`src/rtl/dac_dwa.sv`:
```
// rtl/dac_dwa.sv - DWA dynamic element matcher for the 15-element unary DAC
// Rotates the thermometer-selected element set from a wrapping pointer, or passes it through in bypass.
module dac_dwa #(
  parameter int UNITS = 15,
  parameter int PTR_W = 4
) (
  input  logic             clk,
  input  logic             rst,
  input  logic             sample_en,
  input  logic [UNITS-1:0] thermometer,
  input  logic             dwa_en,
  input  logic             ptr_clr,
  output logic [UNITS-1:0] unit_sel,
  output logic             sel_valid,
  output logic [PTR_W-1:0] ptr,
  output logic             code_err
);

  logic [1:0]         s1 [7];
  logic [2:0]         s2 [4];
  logic [3:0]         s3 [2];
  logic [PTR_W-1:0]   n;
  logic [UNITS-1:0]   mask;
  logic               malformed;
  logic [PTR_W-1:0]   p_eff;
  logic [2*UNITS-1:0] rot;
  logic [UNITS-1:0]   sel;
  logic [PTR_W:0]     sum;
  logic [PTR_W:0]     wrap;
  logic [PTR_W-1:0]   ptr_nxt;

  // Popcount as a balanced adder tree sized for exactly 15 inputs.
  always_comb begin
    for (int k = 0; k < 7; k++) begin
      s1[k] = {1'b0, thermometer[2*k]} + {1'b0, thermometer[2*k+1]};
    end
    s2[0] = {1'b0, s1[0]} + {1'b0, s1[1]};
    s2[1] = {1'b0, s1[2]} + {1'b0, s1[3]};
    s2[2] = {1'b0, s1[4]} + {1'b0, s1[5]};
    s2[3] = {1'b0, s1[6]} + {2'b00, thermometer[14]};
    s3[0] = {1'b0, s2[0]} + {1'b0, s2[1]};
    s3[1] = {1'b0, s2[2]} + {1'b0, s2[3]};
    n     = s3[0] + s3[1];
  end

  always_comb begin
    for (int i = 0; i < UNITS; i++) begin
      mask[i] = (PTR_W'(i) < n);
    end
    malformed = (thermometer != mask);
    p_eff     = ptr_clr ? '0 : ptr;
    // Shifting a double-width copy and folding the halves gives a rotate mod 15.
    rot       = {{UNITS{1'b0}}, mask} << p_eff;
    sel       = rot[UNITS-1:0] | rot[2*UNITS-1:UNITS];
    sum       = {1'b0, p_eff} + {1'b0, n};
    wrap      = (sum >= (PTR_W+1)'(UNITS)) ? sum - (PTR_W+1)'(UNITS) : sum;
    ptr_nxt   = wrap[PTR_W-1:0];
  end

  always_ff @(posedge clk or posedge rst) begin
    if (rst) begin
      unit_sel  <= '0;
      sel_valid <= 1'b0;
      ptr       <= '0;
      code_err  <= 1'b0;
    end else begin
      sel_valid <= sample_en;
      if (sample_en) begin
        if (dwa_en) begin
          unit_sel <= sel;
          ptr      <= ptr_nxt;
        end else begin
          unit_sel <= thermometer;
          ptr      <= p_eff;
        end
      end else if (ptr_clr) begin
        ptr <= '0;
      end
      // A clear in the same cycle as a malformed sample leaves the flag set.
      if (ptr_clr) begin
        code_err <= sample_en & malformed;
      end else if (sample_en && malformed) begin
        code_err <= 1'b1;
      end
    end
  end

endmodule

```
`config.mk`:
```
export PLATFORM = sky130hd
export DESIGN_NAME = dac_dwa
export DESIGN_NICKNAME = d
export VERILOG_FILES = /design/src/rtl/dac_dwa.sv
export SDC_FILE = /design/constraint.sdc
export NUM_CORES = 1
export LEC_CHECK = 0
export ABC_AREA = 1
export CAP_MARGIN = 20
export CORE_MARGIN = 2
export CORE_UTILIZATION = 55
export DETAILED_ROUTE_END_ITERATION = 10
export PLACE_DENSITY = 0.93
export SYNTH_ARGS = -nofsm -noshare
export SYNTH_HDL_FRONTEND = slang
export SYNTH_SLANG_ARGS = --single-unit
```
`constraint.sdc`:
```
create_clock -name clk -period 2.6 [get_ports clk]
set_input_delay 0.39 -clock clk [delete_from_list [all_inputs] [get_ports clk]]
set_output_delay 0.39 -clock clk [all_outputs]
set_load 0.02 [all_outputs]
```
==> results.txt <==
status -> complete, but fails checks
failing checks -> negative setup slack
IO Count -> 41
sequential area share after synthesis -> 20.0%
multiplexer share of the synthesized area -> 0%
final WL -> 12.4 mm
fin util -> 88.1%
Compound-Gate Fraction of Synth Area -> 8.76%
global-route wire length before repair -> 15.2 mm
Req. time, crit path -> 2.76 ns
top post-synthesis cells by area -> dfrtp_1 20%, nand3_1 17%, nand2_1 12%, fa_1 8.4%, inv_1 7.1%
# hold bufs at CTS -> 0
Sink Count -> 21
reg2reg start -> ptr[0]
worst r2r dst -> ptr[2]
CP peak stage delay -> 0.61 ns
CORE AREA -> 4660 um^2
nets -> 548
Hold Crit Class -> in -> reg
R2R setup slack -> 0.13 ns
Clk pin slew, worst setup/hold paths -> 0.08 ns
CP endpoint -> ptr[2]
fillers -> 222
H-tree depth -> 1
main combinational cell family by area after synthesis -> simple AND/OR/NAND/NOR gates
critical path, cell by cell -> buf_8 -> inv_6 -> fa_1 -> fa_1 -> fa_1 -> fa_1 -> fa_2 -> fa_2 -> inv_4 -> buf_4 -> ha_1 -> nand3_1 -> nand3_2 -> xor2_4 -> nand2_1 -> nand2_2 -> o21ai_1 -> o21ai_1 -> o21ai_1 -> inv_1
largest net degree at the start of global routing -> 22
Final min period -> 4.95 ns
Vias -> 3,853
TritonCTS clock tree -> done
Num CTS Buffers -> 3
Max Fclk -> 0.202 GHz
grt total ovfl -> 0
DR DRC count -> 0
synth warn -> 0
CP Launch Type -> input pin
Simple-Gate Fraction of Synth Area -> 42.6%
peak fanout along the critical path -> 5
xor and xnor area share after synthesis -> 5.00%
placed wire-length estimate -> 6.52 mm
Cell Rows -> 25
CP arrival -> 5.12 ns
root buf cell -> clkbuf_8
Clock Skew -> 0.00129 ns
Unique masters post-synth -> 27
final std cells w/o fill -> 562
DRT iter0 DRCs -> 817
CP max stage cell -> fa_2
Max Root-Sink Buffers -> 2
RSZ-0062 raised after global routing -> yes
diode count -> 0
CP Capture Type -> flip-flop
Post-Syn Nets -> 451
die height -> 73.1 um
critical setup path kind -> in -> reg
Post-Syn Area -> 2630 um^2
placed insts -> 543
Slew Viols, Final -> 0
gr usage total -> 36.6%
DIE AREA -> 5350 um^2
final setup fails -> 20
drt via density -> 6.86
final setup TNS -> -42.74 ns
die width -> 73.1 um
Final Hold Violating Endpoints -> 0
period utilization -> 190%
RePlAce Congestion -> 1.08
ANT nets after route -> 0
Layout area overhead -> 56.2%
Most Frequent Cell on Critical Path -> fa_1
Slew HR -> 45.2%
max-cap viol count -> 0
Reg2Reg Depth -> 15
fraction of layout cells with a size suffix above 1 -> 38.4%
critical path startpoint -> thermometer[5]
DR WL/cell -> 22.0 um
final worst slack -> -2.35 ns
final hold slack -> 0.452 ns
Hold Path Origin -> thermometer[7]
post-synth top area share -> 20.0%
initial antenna violation count -> 0
Yosys top cell by area -> dfrtp_1
Worst Hold Depth -> 3
cells after synthesis -> 412
FF+latch count, synth -> 21
Initial Util -> 56.4%
clk_lat worst skew -> 0.27 ns
syn avg cell area -> 6.38 um^2
port bufs -> 40
vias in the first global route -> 3,293
post-synthesis adder-cell area fraction -> 12.2%
First-pass DRT Iterations -> 8
worst slew pin tran -> 0.821 ns
## stage by stage
| step | instance area [um^2] | setup WS [ns] |
|---|---|---|
| finish | 4110 | -2.35 |
| global route | 4110 | -2.51 |
| detailed placement | 3440 | -3.03 |
| floorplan | 2690 | -2.26 |
| CTS | 3800 | -2.26 |
| global placement | 3440 | -2.85 |
## worst max-delay path: cells and delay by family
family	cells	cell delay, ns
adders and majority gates	7	3.36
buffers and inverters	5	0.37
xor gates and xnor gates	1	0.18
AOI/OAI and AO/OA	3	0.35
and+or+nand+nor	4	0.44
## kinds of logic after synthesis
logic type,count (synthesis)
compound gates,46
xor+xnor,15
fa+ha+maj,19
buf+inv,69
flops,21
simple gates,242
## cell usage in the layout (no fill, tap or decap), drive strengths merged
cell           count
nor3               1
o21ai             11
dfrtp             21
nand4              5
fa                11
or2                1
clkdlybuf4s50     34
nor2              42
nand2             93
nand3b            10
xor2              14
ha                 8
nand3             90
xnor2              1
clkbuf             3
a21oi             35
buf               74
clkinv             2
inv               52
## flip-flops by register name (all words and copies together) (netlist names)
name / flops
sel_valid: 1
unit_sel: 15
ptr: 4
code_err: 1
## cell type report
| type | instances | area, um^2 | area share, % |
|---|---|---|---|
| Clock buffer | 3 | 41.3 | 1.01 |
| Clock inverter | 1 | 5.00 | 0.122 |
| Inverter | 53 | 219 | 5.33 |
| Multi-Input combinational cell | 322 | 2310 | 56.2 |
| Sequential cell | 21 | 526 | 12.8 |
| Tap cell | 54 | 67.6 | 1.65 |
| Timing Repair Buffer | 108 | 940 | 22.9 |
## worst min path at each step
stage	end	slack (ns)
2_1_floorplan	code_err	0.37
3_3_place_gp	code_err	0.47
3_5_place_dp	code_err	0.49
4_1_cts	unit_sel[5]	0.47
5_1_grt	unit_sel[7]	0.47
6_report	unit_sel[7]	0.45
## layer usage
layer	up-vias	GRT usage (%)	wire, um
met5	-	0	0
met3	172	6.22	1560
met2	440	60.6	5350
met1	1701	45.4	4070
li1	1540	-	-
met4	0	19.3	1410
## cell usage after synthesis
master / instances
nand3_1: 90
nand2_1: 87
inv_1: 50
nor2_1: 36
a21oi_1: 35
dfrtp_1: 21
xor2_1: 14
fa_1: 11
nand3b_1: 10
o21ai_0: 10
ha_1: 8
buf_2: 5
clkbuf_1: 5
nand2_2: 5
nand4_1: 5
buf_6: 4
nor2_2: 4
inv_2: 2
nor2_4: 2
buf_4: 1
clkbuf_2: 1
clkinv_1: 1
nand2_4: 1
nor3_1: 1
o21ai_1: 1
or2_1: 1
xnor2_1: 1
## repair_timing
item                       CTS  global route
pin swaps                   37            31
setup endpoints to repair   20            20
hold endpoints to repair     0             0
gates resized for setup     95            56
setup buffers                9             8
Power is left out: the tool's default activity adds up to more than one toggle a clock period on the data nets, which glitch-free logic cannot reach.
==> RTL change: new RTL, config.mk and constraints unchanged <==
Register the input `thermometer` before use, without a reset. The logic sees it one clock later. The other inputs are not delayed to match.
--- a/src/rtl/dac_dwa.sv
+++ b/src/rtl/dac_dwa.sv
@@ -16,6 +16,12 @@
   output logic             code_err
 );
 
+  logic [UNITS-1:0] thermometer_q;
+
+  always_ff @(posedge clk) begin
+    thermometer_q <= thermometer;
+  end
+
   logic [1:0]         s1 [7];
   logic [2:0]         s2 [4];
   logic [3:0]         s3 [2];
@@ -32,12 +38,12 @@
   // Popcount as a balanced adder tree sized for exactly 15 inputs.
   always_comb begin
     for (int k = 0; k < 7; k++) begin
-      s1[k] = {1'b0, thermometer[2*k]} + {1'b0, thermometer[2*k+1]};
+      s1[k] = {1'b0, thermometer_q[2*k]} + {1'b0, thermometer_q[2*k+1]};
     end
     s2[0] = {1'b0, s1[0]} + {1'b0, s1[1]};
     s2[1] = {1'b0, s1[2]} + {1'b0, s1[3]};
     s2[2] = {1'b0, s1[4]} + {1'b0, s1[5]};
-    s2[3] = {1'b0, s1[6]} + {2'b00, thermometer[14]};
+    s2[3] = {1'b0, s1[6]} + {2'b00, thermometer_q[14]};
     s3[0] = {1'b0, s2[0]} + {1'b0, s2[1]};
     s3[1] = {1'b0, s2[2]} + {1'b0, s2[3]};
     n     = s3[0] + s3[1];
@@ -47,7 +53,7 @@
     for (int i = 0; i < UNITS; i++) begin
       mask[i] = (PTR_W'(i) < n);
     end
-    malformed = (thermometer != mask);
+    malformed = (thermometer_q != mask);
     p_eff     = ptr_clr ? '0 : ptr;
     // Shifting a double-width copy and folding the halves gives a rotate mod 15.
     rot       = {{UNITS{1'b0}}, mask} << p_eff;
@@ -70,7 +76,7 @@
           unit_sel <= sel;
           ptr      <= ptr_nxt;
         end else begin
-          unit_sel <= thermometer;
+          unit_sel <= thermometer_q;
           ptr      <= p_eff;
         end
       end else if (ptr_clr) begin
Check against the original RTL: not equivalent (Yosys sat finds a counterexample within 4 cycles, from zero or initial values and one cycle with rst high).
==> RTL change against the unedited design <==
  * The run ends with DRC, setup timing left
  * Non-clock buffer count down 17
  * Global-route usage down 3.2 points
  * Worst setup slack better by 0.18 ns
  * Die area up 11%
  * Synthesized area up 11%
  * Wire length down 8.6%
  * Cell area up 0.64%
  * Fmax up 3.8%
  * Sequential cell count up 15
  * Highest routed layer unchanged
==> RTL change: results (changes against the unedited design) <==
| Metric | Value |
|---|---|
| Num CTS Buffers | 5 (was 3) |
| Pre-Repair DR Iteration Count | 11 (was 8) |
| Status | complete, but fails checks (unchanged) |
| Worst skew pair latency | 0.31 ns (was 0.27 ns) |
| Commonest cells post-synth | nand3_1, nand2_1, inv_1 (unchanged) |
| Syn nets | 458 (was 451) |
| DRC viols | 32 (was 0) |
| Worst-path fanout max | 4 (was 5) |
| Nets | 541 (was 548) |
| Via-to-Cell Ratio | 6.32 (was 6.86) |
| Initial antenna violation count | 0 (unchanged) |
| Hold/Removal Path Class | flip-flop to flip-flop (was input port to flip-flop) |
| First-pass GRT wire length | 15600 um (was 15200 um) |
| Final HPWL from detailed placement | 7060 um (was 6520 um) |
| Yosys cell types | 31 (was 27) |
| Drt total wl | 11300 um (was 12400 um) |
| Critical path arrival | 4.97 ns (was 5.12 ns) |
| DRT iter0 DRCs | 775 (was 817) |
| Final Worst Setup Slack | -2.17 ns (was -2.35 ns) |
| Top cells by area, synth | dfrtp_1, nand3_1, nand2_1, dfxtp_1, fa_1 (was dfrtp_1, nand3_1, nand2_1, fa_1, inv_1) |
| Async SR Flop Fraction | 58.3% (was 100%) |
| Number of global-route vias before repair | 3295 (was 3293) |
| Sequential share of the synthesized area | 28.2% (was 20.0%) |
| Failing checks | DRC, setup timing (was setup timing) |
| Largest registers | thermometer_q (15), unit_sel (15), ptr (4) (was unit_sel (15), ptr (4)) |
| H-tree depth | 2 (was 1) |
| Max_slew headroom | 45.2% (about the same) |
| Setup-failing EPs final | 20 (unchanged) |
| Layout cell share with drive strength beyond 1 | 32.8% (was 38.4%) |
| Placer Congestion | 1.07 (was 1.08) |
| Hold-critical path depth | 2 (was 3) |
| Worst Clk Skew | 0.0188 ns (was 0.00129 ns) |
| All-Layer GR Usage | 33.4% (was 36.6%) |
| Worst reg2reg path depth | 16 (was 15) |
==> RTL change: cell families (layout without fill, tap and decap cells) <==
group                    Yosys count  count (layout)  synth area share (%)
adder cells (fa/ha/maj)           19              19                  10.9
buffers and inverters             69             153                  10.5
AO/OA/AOI/OAI                     38              38                  6.83
AND/OR/NAND/NOR                  241             241                  38.8
flip-flops                        36              36                  28.2
XOR/XNOR                          16              16                  4.78
==> RTL change: worst max-delay path, cell delays in order (launching register included) <==
cell	delay [ns]
dfxtp_2	0.35
inv_2	0.05
fa_1	0.57
fa_1	0.45
fa_1	0.52
fa_1	0.44
fa_2	0.40
fa_2	0.59
inv_4	0.06
fa_2	0.58
inv_2	0.07
nor3_2	0.17
nand2_2	0.12
nand2_2	0.10
nand2_1	0.06
nand3_1	0.07
o21ai_0	0.08
==> RTL change: cell type report <==
class / instances / area, sq um
multi-input combinational: 314 / 2120
fill: 285 / 976
sequential: 36 / 833
timing repair buffer: 91 / 800
inverter: 54 / 208
tap: 70 / 87.6
clock buffer: 5 / 68.8
clock inverter: 3 / 18.8
==> RTL change: path summary, 6_finish.rpt <==
| path | start | endpoint |
|---|---|---|
| min reg2reg | code_err | code_err |
| max in group asynchronous | rst | unit_sel[10] |
| max | thermometer_q[9] | ptr[1] |
| min | code_err | code_err |
| max reg2reg | thermometer_q[9] | ptr[1] |
| min in group asynchronous | rst | unit_sel[2] |
==> RTL change: repair_timing <==
item                                   CTS  global route
setup endpoints to repair               20            20
buffers inserted                         3             6
pin swaps                                9            19
endpoints found under the hold margin    0             0
gates cloned                             0             0
hold buffers                             0             0
gates resized for setup                 24            53
==> RTL change: per-stage QoR <==
stage	hold WS [ns]	TNS, ns	std cells	area [sq um]	total power [mW]
after CTS	0.529	-38.28	567	3880	5.40
final	0.518	-41.56	573	4130	6.37
after global placement	0.476	-38.26	556	3690	4.58
after detailed placement	0.507	-40.08	556	3690	4.73
after floorplan	0.367	-32.74	419	2970	3.54
after global routing	0.537	-43.35	573	4130	6.73
==> RTL change: layer usage <==
metal	track usage, %	part of all wire [%]
met1	42.2	35
met2	56.6	46
met5	0	0
met4	12.5	6.8
met3	6.71	12
==> RTL change: power groups by stage <==
stage	clock, mW	sequential (mW)	combinational (mW)
3_3_place_gp	0	0.744	3.83
5_1_grt	0.440	0.756	5.54
4_1_cts	0.416	0.738	4.25
3_5_place_dp	0	0.747	3.99
2_1_floorplan	0	0.865	2.67
6_report	0.421	0.743	5.20
